## config.mk

```make
export PLATFORM = sky130hd
export DESIGN_NAME = echo_tap_scheduler_flat
export DESIGN_NICKNAME = d
export VERILOG_FILES = /design/src/rtl/echo_tap_scheduler_pkg.sv /design/src/rtl/echo_tap_scheduler_if.sv /design/src/rtl/echo_tap_scheduler_rd_tag_pipe.sv /design/src/rtl/echo_tap_scheduler.sv /design/src/flat_wrapper.sv
export SDC_FILE = /design/constraint.sdc
export NUM_CORES = 1
export LEC_CHECK = 0
export ABC_CLOCK_PERIOD_IN_PS = 8700
export CORE_UTILIZATION = 55
export DETAILED_ROUTE_END_ITERATION = 8
export PLACE_DENSITY = 0.84
export SETUP_SLACK_MARGIN = 0.02
export SYNTH_ARGS = -nofsm -noshare
export SYNTH_HDL_FRONTEND = slang
export SYNTH_HIERARCHICAL = 1
export SYNTH_SLANG_ARGS = --single-unit
export TNS_END_PERCENT = 1
```

## constraint.sdc

```tcl
create_clock -name clk_in -period 8.7 [get_ports clk_in]
set_clock_uncertainty 0.05 [all_clocks]
set_input_delay 1.74 -clock clk_in [delete_from_list [all_inputs] [get_ports clk_in]]
set_output_delay 1.74 -clock clk_in [all_outputs]
set_load 0.005 [all_outputs]
```

## src/rtl/echo_tap_scheduler_pkg.sv

```systemverilog
// echo_sched_pkg: scheduler state enum, read-tag struct and saturating-sum helper shared by echo_tap_scheduler
package echo_sched_pkg;
    localparam int TAG_IDX_W = 8;
    typedef enum logic [1:0] {IDLE, ISSUE, DRAIN, DONE} sched_state_t;
    typedef struct packed {
        logic [TAG_IDX_W-1:0] idx;
        logic                 live;
    } tap_tag_t;
    function automatic logic signed [31:0] sat_sum(input logic signed [31:0] s, input int dw);
        logic signed [31:0] hi;
        logic signed [31:0] lo;
        hi = (32'sd1 <<< (dw - 1)) - 32'sd1;
        lo = -(32'sd1 <<< (dw - 1));
        return s > hi ? hi : (s < lo ? lo : s);
    endfunction
endpackage

```

## src/rtl/echo_tap_scheduler_if.sv

```systemverilog
// echo_tap_scheduler_if: audio BRAM bundle; master drives port A write (we/w_addr/wdata) and port B read address, receives rdata
interface echo_tap_scheduler_if #(
    parameter int ADDR_WIDTH = 16,
    parameter int DATA_WIDTH = 8
);
    logic                  we_out;
    logic [ADDR_WIDTH-1:0] w_addr_out;
    logic [DATA_WIDTH-1:0] wdata_out;
    logic [ADDR_WIDTH-1:0] r_addr_out;
    logic [DATA_WIDTH-1:0] rdata_in;
    modport master (output we_out, w_addr_out, wdata_out, r_addr_out, input rdata_in);
    modport slave (input we_out, w_addr_out, wdata_out, r_addr_out, output rdata_in);
endinterface

```

## src/rtl/echo_tap_scheduler_rd_tag_pipe.sv

```systemverilog
// rd_tag_pipe: DEPTH-stage shift register of valid + tap_tag_t aligning read tags with BRAM data (clk_in, rst_n_in, in_valid/in_tag -> out_valid/out_tag)
module rd_tag_pipe
    import echo_sched_pkg::*;
#(
    parameter int DEPTH = 2
) (
    input  logic     clk_in,
    input  logic     rst_n_in,
    input  logic     in_valid,
    input  tap_tag_t in_tag,
    output logic     out_valid,
    output tap_tag_t out_tag
);
    localparam int TW = $bits(tap_tag_t);
    localparam int PW = DEPTH * TW;
    logic [DEPTH-1:0] vld_q, vld_d;
    logic [PW-1:0]    tag_q, tag_d;
    always_comb begin
        vld_d     = DEPTH'({vld_q, in_valid});
        tag_d     = PW'({tag_q, in_tag});
        out_valid = vld_q[DEPTH-1];
        out_tag   = tap_tag_t'(tag_q[PW-1 -: TW]);
    end
    always_ff @(posedge clk_in or negedge rst_n_in) begin
        if (!rst_n_in) begin
            vld_q <= '0;
            tag_q <= '0;
        end else begin
            vld_q <= vld_d;
            tag_q <= tag_d;
        end
    end
endmodule

```

## src/rtl/echo_tap_scheduler.sv

```systemverilog
// echo_tap_scheduler: records strobed samples into the BRAM and, per playback strobe, reads NUM_TAPS delayed taps into one frame with a saturated mix (clk_in, rst_n_in, audio/record/tap controls in; bram bus; tap_sample/mix/frame_valid/busy/overrun out)
module echo_tap_scheduler
    import echo_sched_pkg::*;
#(
    parameter int ADDR_WIDTH   = 16,
    parameter int DATA_WIDTH   = 8,
    parameter int NUM_TAPS     = 4,
    parameter int READ_LATENCY = 2
) (
    input  logic                           clk_in,
    input  logic                           rst_n_in,
    input  logic                           audio_valid_in,
    input  logic signed [DATA_WIDTH-1:0]   audio_in,
    input  logic                           record_in,
    input  logic [NUM_TAPS*ADDR_WIDTH-1:0] tap_delay_in,
    input  logic [NUM_TAPS-1:0]            tap_en_in,
    echo_tap_scheduler_if.master           bram,
    output logic [NUM_TAPS*DATA_WIDTH-1:0] tap_sample_out,
    output logic signed [DATA_WIDTH-1:0]   mix_out,
    output logic                           frame_valid_out,
    output logic                           busy_out,
    output logic                           overrun_out
);
    localparam int IW = NUM_TAPS > 1 ? $clog2(NUM_TAPS) : 1;
    localparam int SW = DATA_WIDTH + $clog2(NUM_TAPS) + 1;
    sched_state_t                   state_q, state_d;
    logic [ADDR_WIDTH-1:0]          wptr_q, wptr_d, play_ptr_q, play_ptr_d, snap_q, snap_d, r_addr_q, r_addr_d;
    logic                           wrapped_q, wrapped_d, rec_q, rec_d;
    logic [IW-1:0]                  idx_q, idx_d;
    logic [NUM_TAPS*DATA_WIDTH-1:0] tap_q, tap_d;
    logic                           play_stb, we, issue, out_valid;
    logic [ADDR_WIDTH-1:0]          delay_k, rd_addr;
    logic signed [SW-1:0]           sum;
    tap_tag_t                       in_tag, out_tag;
    rd_tag_pipe #(.DEPTH(READ_LATENCY)) u_pipe (
        .clk_in    (clk_in),
        .rst_n_in  (rst_n_in),
        .in_valid  (issue),
        .in_tag    (in_tag),
        .out_valid (out_valid),
        .out_tag   (out_tag)
    );
    always_comb begin
        play_stb    = audio_valid_in && !record_in;
        we          = rst_n_in && record_in && audio_valid_in;
        issue       = state_q == ISSUE;
        delay_k     = tap_delay_in[idx_q*ADDR_WIDTH +: ADDR_WIDTH];
        rd_addr     = snap_q - delay_k;
        in_tag.idx  = TAG_IDX_W'(idx_q);
        // taps reaching before the first recorded sample read as silence until the play head has wrapped once
        in_tag.live = tap_en_in[idx_q] && (wrapped_q || delay_k <= snap_q);
        state_d     = state_q;
        idx_d       = idx_q;
        snap_d      = snap_q;
        r_addr_d    = r_addr_q;
        tap_d       = tap_q;
        case (state_q)
            IDLE: begin
                state_d = play_stb ? ISSUE : IDLE;
                snap_d  = play_stb ? play_ptr_q : snap_q;
                idx_d   = '0;
            end
            ISSUE: begin
                r_addr_d = rd_addr;
                idx_d    = idx_q + 1'b1;
                state_d  = idx_q == IW'(NUM_TAPS - 1) ? DRAIN : ISSUE;
            end
            DRAIN:   state_d = out_valid && out_tag.idx == TAG_IDX_W'(NUM_TAPS - 1) ? DONE : DRAIN;
            default: state_d = IDLE;
        endcase
        if (out_valid)
            tap_d[out_tag.idx*DATA_WIDTH +: DATA_WIDTH] = out_tag.live ? bram.rdata_in : '0;
        rec_d      = record_in;
        wptr_d     = wptr_q + ADDR_WIDTH'(we);
        play_ptr_d = record_in && !rec_q ? '0 : play_ptr_q + ADDR_WIDTH'(play_stb);
        wrapped_d  = record_in && !rec_q ? 1'b0 : wrapped_q || (play_stb && &play_ptr_q);
        sum = '0;
        for (int k = 0; k < NUM_TAPS; k++)
            sum = sum + SW'(signed'(tap_q[k*DATA_WIDTH +: DATA_WIDTH]));
        mix_out         = DATA_WIDTH'(sat_sum(32'(sum), DATA_WIDTH));
        bram.we_out     = we;
        bram.w_addr_out = wptr_q;
        bram.wdata_out  = we ? audio_in : '0;
        bram.r_addr_out = issue ? rd_addr : r_addr_q;
        tap_sample_out  = tap_q;
        frame_valid_out = state_q == DONE;
        busy_out        = state_q != IDLE;
        overrun_out     = audio_valid_in && state_q != IDLE;
    end
    always_ff @(posedge clk_in or negedge rst_n_in) begin
        if (!rst_n_in) begin
            state_q    <= IDLE;
            wptr_q     <= '0;
            play_ptr_q <= '0;
            wrapped_q  <= 1'b0;
            rec_q      <= 1'b0;
            snap_q     <= '0;
            idx_q      <= '0;
            r_addr_q   <= '0;
            tap_q      <= '0;
        end else begin
            state_q    <= state_d;
            wptr_q     <= wptr_d;
            play_ptr_q <= play_ptr_d;
            wrapped_q  <= wrapped_d;
            rec_q      <= rec_d;
            snap_q     <= snap_d;
            idx_q      <= idx_d;
            r_addr_q   <= r_addr_d;
            tap_q      <= tap_d;
        end
    end
endmodule

```

## src/flat_wrapper.sv

```systemverilog
// flat-port wrapper written by rule: the top's interface ports become plain ports
module echo_tap_scheduler_flat import echo_sched_pkg::*;
#(
    parameter int ADDR_WIDTH   = 16,
    parameter int DATA_WIDTH   = 8,
    parameter int NUM_TAPS     = 4,
    parameter int READ_LATENCY = 2
)
  (clk_in, rst_n_in, audio_valid_in, audio_in, record_in, tap_delay_in, tap_en_in, tap_sample_out, mix_out, frame_valid_out, busy_out, overrun_out, bram_we_out, bram_w_addr_out, bram_wdata_out, bram_r_addr_out, bram_rdata_in);
  echo_tap_scheduler_if #(.ADDR_WIDTH(ADDR_WIDTH), .DATA_WIDTH(DATA_WIDTH)) bram_i ();
  input  logic clk_in;
  input  logic rst_n_in;
  input  logic audio_valid_in;
  input  logic signed [DATA_WIDTH-1:0] audio_in;
  input  logic record_in;
  input  logic [NUM_TAPS*ADDR_WIDTH-1:0] tap_delay_in;
  input  logic [NUM_TAPS-1:0] tap_en_in;
  output logic [NUM_TAPS*DATA_WIDTH-1:0] tap_sample_out;
  output logic signed [DATA_WIDTH-1:0] mix_out;
  output logic frame_valid_out;
  output logic busy_out;
  output logic overrun_out;
  output wire logic [$bits(bram_i.we_out)-1:0] bram_we_out;
  output wire logic [$bits(bram_i.w_addr_out)-1:0] bram_w_addr_out;
  output wire logic [$bits(bram_i.wdata_out)-1:0] bram_wdata_out;
  output wire logic [$bits(bram_i.r_addr_out)-1:0] bram_r_addr_out;
  input wire logic [$bits(bram_i.rdata_in)-1:0] bram_rdata_in;
  assign bram_we_out = bram_i.we_out;
  assign bram_w_addr_out = bram_i.w_addr_out;
  assign bram_wdata_out = bram_i.wdata_out;
  assign bram_r_addr_out = bram_i.r_addr_out;
  assign bram_i.rdata_in = bram_rdata_in;
  echo_tap_scheduler #(.ADDR_WIDTH(ADDR_WIDTH), .DATA_WIDTH(DATA_WIDTH), .NUM_TAPS(NUM_TAPS), .READ_LATENCY(READ_LATENCY)) u_core (.clk_in(clk_in), .rst_n_in(rst_n_in), .audio_valid_in(audio_valid_in), .audio_in(audio_in), .record_in(record_in), .tap_delay_in(tap_delay_in), .tap_en_in(tap_en_in), .bram(bram_i), .tap_sample_out(tap_sample_out), .mix_out(mix_out), .frame_valid_out(frame_valid_out), .busy_out(busy_out), .overrun_out(overrun_out));
endmodule
```

==> results.md <==
* Vias in the first global route at 5,825
* Htree depth at 4
* Top cells by area, synth: dfrtp_1, ha_1, mux4_2, fa_1, mux2_2
* First-pass GRT wire length at 28.80 mm
* Post-CTS repair timing setup buffer count at 0
* Width of the die at 115.8 um
* Die Height at 115.8 um
* Flop and latch count out of synthesis at 122
* Total GRT Usage at 28.79%
* Synth area leader: dfrtp_1
* FFs w/ async S/R, synth at 100.0%
* WL per Instance at 18.10 um
* Synth-to-Final Area Change at 33.53%
* Register clock-pin slew on the reported worst setup and hold paths at 0.05 ns
* Buf+Inv Stages, Crit Path at 2
* CTS-repair resized insts at 0
* Unrepaired setup endpoints after global routing: no
* Syn Inst Count at 654
* Status: finished clean
* Diode count at 0
* Cts hold-fix bufs at 0
* Slew headroom at 11.98%
* TNS Setup at 0 ns
* Via density per instance at 5.657
* Final GP Congestion at 0.9320
* Max Cap Viol at 0
* Rows at 41
* Hold WS at 0.2951 ns
* Netlist Area Pre-Place at 7121 um^2
* Avg Synthesized Cell Area at 10.89 um^2
* Drt first pass iters at 5
* # clock sinks at 122
* Arrival @ worst endpoint at 5.06 ns
* Final wirelength at 18.26 mm
* Metal-1 WL at 7.580 mm
* Final core utilization at 75.34%
* Synth Flop Type: dfrtp_1
* Starting Density at 56.42%
* CTS Root Cell: clkbuf_16
* Leak at 0.004333 uW
* Met3 routed WL at 1.265 mm
* Critical path's most frequent cell: clkdlybuf4s50_1
* CP max FO at 4
* Max VDD drop at 0.2352 mV
* Fin. Hold Viols at 0
* Share of layout cells above drive strength 1 at 12.31%
* I/O Buffers at 171
* Worst slew pin tran at 1.318 ns
* Vias at 5,708
* Highest Signal Layer: met4
* GRT overflow at 0
* Seq/Total Area, Yosys at 42.87%
* Share of the synthesized area in the top cell type at 42.87%
* DRC violation count after routing at 0
* CP cell instances: clkdlybuf4s50_1 > mux4_2 > ha_1 > fa_1 > nor2b_1 > o21a_1 > o211ai_1 > a21oi_1 > nor3_1 > o31ai_1 > clkdlybuf4s50_1
* Worst setup path class: in2out
* Largest net degree at the start of global routing at 75
* Antenna-violating nets left at 0
* Initial DRC count at 418
* Max Root-Sink Buffers at 2
* PwrDens at 247.2 nW/um^2
* DR WL met2 at 8.922 mm
* CP Capture Type: primary output
* Die area at 13,410 um^2
* Post-route minimum period at 6.849 ns
* CTS Buf Count at 17
* Critical Path RT at 6.91 ns
* Clock Latency Late Sink at 0.42 ns
* Fmax achieved at 0.1460 GHz
* Initial antenna violation count at 0
* Slowest stage delay, CP at 0.56 ns
* Worst Hold Class: reg2reg
* Commonest cells in the netlist: dfrtp_1, nand2_1, inv_1, nor2_1, o21ai_0
* Core ar. at 12,620 um^2
* Number of synthesized flops with an enable pin at 0
* Ratio of final minimum period to clock period at 78.72%
* Final setup viols at 0
* Final Net Count at 964
* Power consumption at 2351 uW
* Crit start category: input pin
* I/O Pins at 172
* Count leader, synth: dfrtp_1
* CP max-delay cell: clkdlybuf4s50_1
* Delay-heaviest family, CP: buffers and inverters
* YS warnings at 6
* CTS tree: built
* Unique masters post-synth at 58
* Final slew viol count at 0
* DPL Wire Length at 13.77 mm
==> routing by layer <==
metal / up-vias / global-route usage (%)
li1: 2624 / -
met1: 2786 / 35.77
met2: 253 / 46.94
met3: 45 / 7.741
met4: 0 / 13.68
met5: - / 0
==> metrics by stage <==
stage               instances  instance area, um^2  setup WS, ns
finish                   1009                 9508         1.851
CTS                      1009                 9508         1.877
global placement          977                 8934         2.057
detailed placement        977                 8934         1.924
floorplan                 659                 7139         3.104
global route             1009                 9508         1.673
==> report_power, final <==
group,internal [uW],switching [uW]
Combinational,488,464
Clock,405,269
Sequential,656,68.7
Total,1550,801
==> cells in the final DEF, fill, tap and decap left out, types with 5 or more instances in the layout <==
master             n
nor3_1            14
mux2_2            22
clkdlybuf4s50_1  170
or3_1              6
mux2i_1           10
inv_6              6
and3_1            10
nor2_1            40
inv_1             48
xor2_1            14
xnor2_1           25
dfrtp_1          122
mux2_4            16
o21ai_0           35
a21oi_1           26
conb_1             6
nand3_1           20
nand4_1           11
nor3b_1            6
nand2_1           51
ha_1              34
a21o_1             7
and2_1            11
mux4_2            17
clkbuf_16         17
buf_4              5
fa_1              18
nor2b_1            9
==> sequential cells by signal (all words and copies together) (netlist names), 2 cells and up <==
signal / flops
u_core/bram.w_addr_out: 16
u_core/idx_q: 2
u_core/play_ptr_q: 16
u_core/r_addr_q: 16
u_core/snap_q: 16
u_core/state_q: 2
u_core/tap_sample_out: 32
u_core/u_pipe/tag_q: 18
u_core/u_pipe/vld_q: 2
==> kinds of logic (layout without fill, tap and decap cells) <==
logic type,count (synthesis),in the layout,share of synthesized area [%]
and+or+nand+nor,197,197,14.13
adders and majority gates,52,52,11.04
buffers and inverters,77,255,4.779
DFF,122,122,42.87
xor gates and xnor gates,39,39,4.797
AOI/OAI and AO/OA,101,101,8.698
muxes,65,65,13.64
other,1,6,0.05266
==> layout make-up <==
| type | instances | area [um^2] |
|---|---|---|
| Multi-Input combinational cell | 460 | 3746 |
| Fill cell | 839 | 3112 |
| Sequential cell | 122 | 3053 |
| Timing Repair Buffer | 175 | 1739 |
| Clock buffer | 18 | 439.2 |
| Tap cell | 172 | 215.2 |
| Inverter | 48 | 180.2 |
| Clock inverter | 14 | 135.1 |
==> path summary, 6_finish.rpt <==
check / slack [ns] / cells past startpoint / start / end
worst max-delay path: 1.85 / 11 / tap_delay_in[48] / bram_r_addr_out[12]
worst min-delay path: 0.30 / 0 / u_core/u_pipe/tag_q[4] / u_core/u_pipe/tag_q[13]
worst max register to register: 5.30 / 9 / u_core/idx_q[1] / u_core/r_addr_q[12]
worst min register to register: 0.30 / 0 / u_core/u_pipe/tag_q[4] / u_core/u_pipe/tag_q[13]
max in group asynchronous: 5.94 / 2 / rst_n_in / u_core/u_pipe/tag_q[11]
min in group asynchronous: 1.29 / 1 / rst_n_in / u_core/tap_sample_out[24]
(Power assumes the default switching activity.)
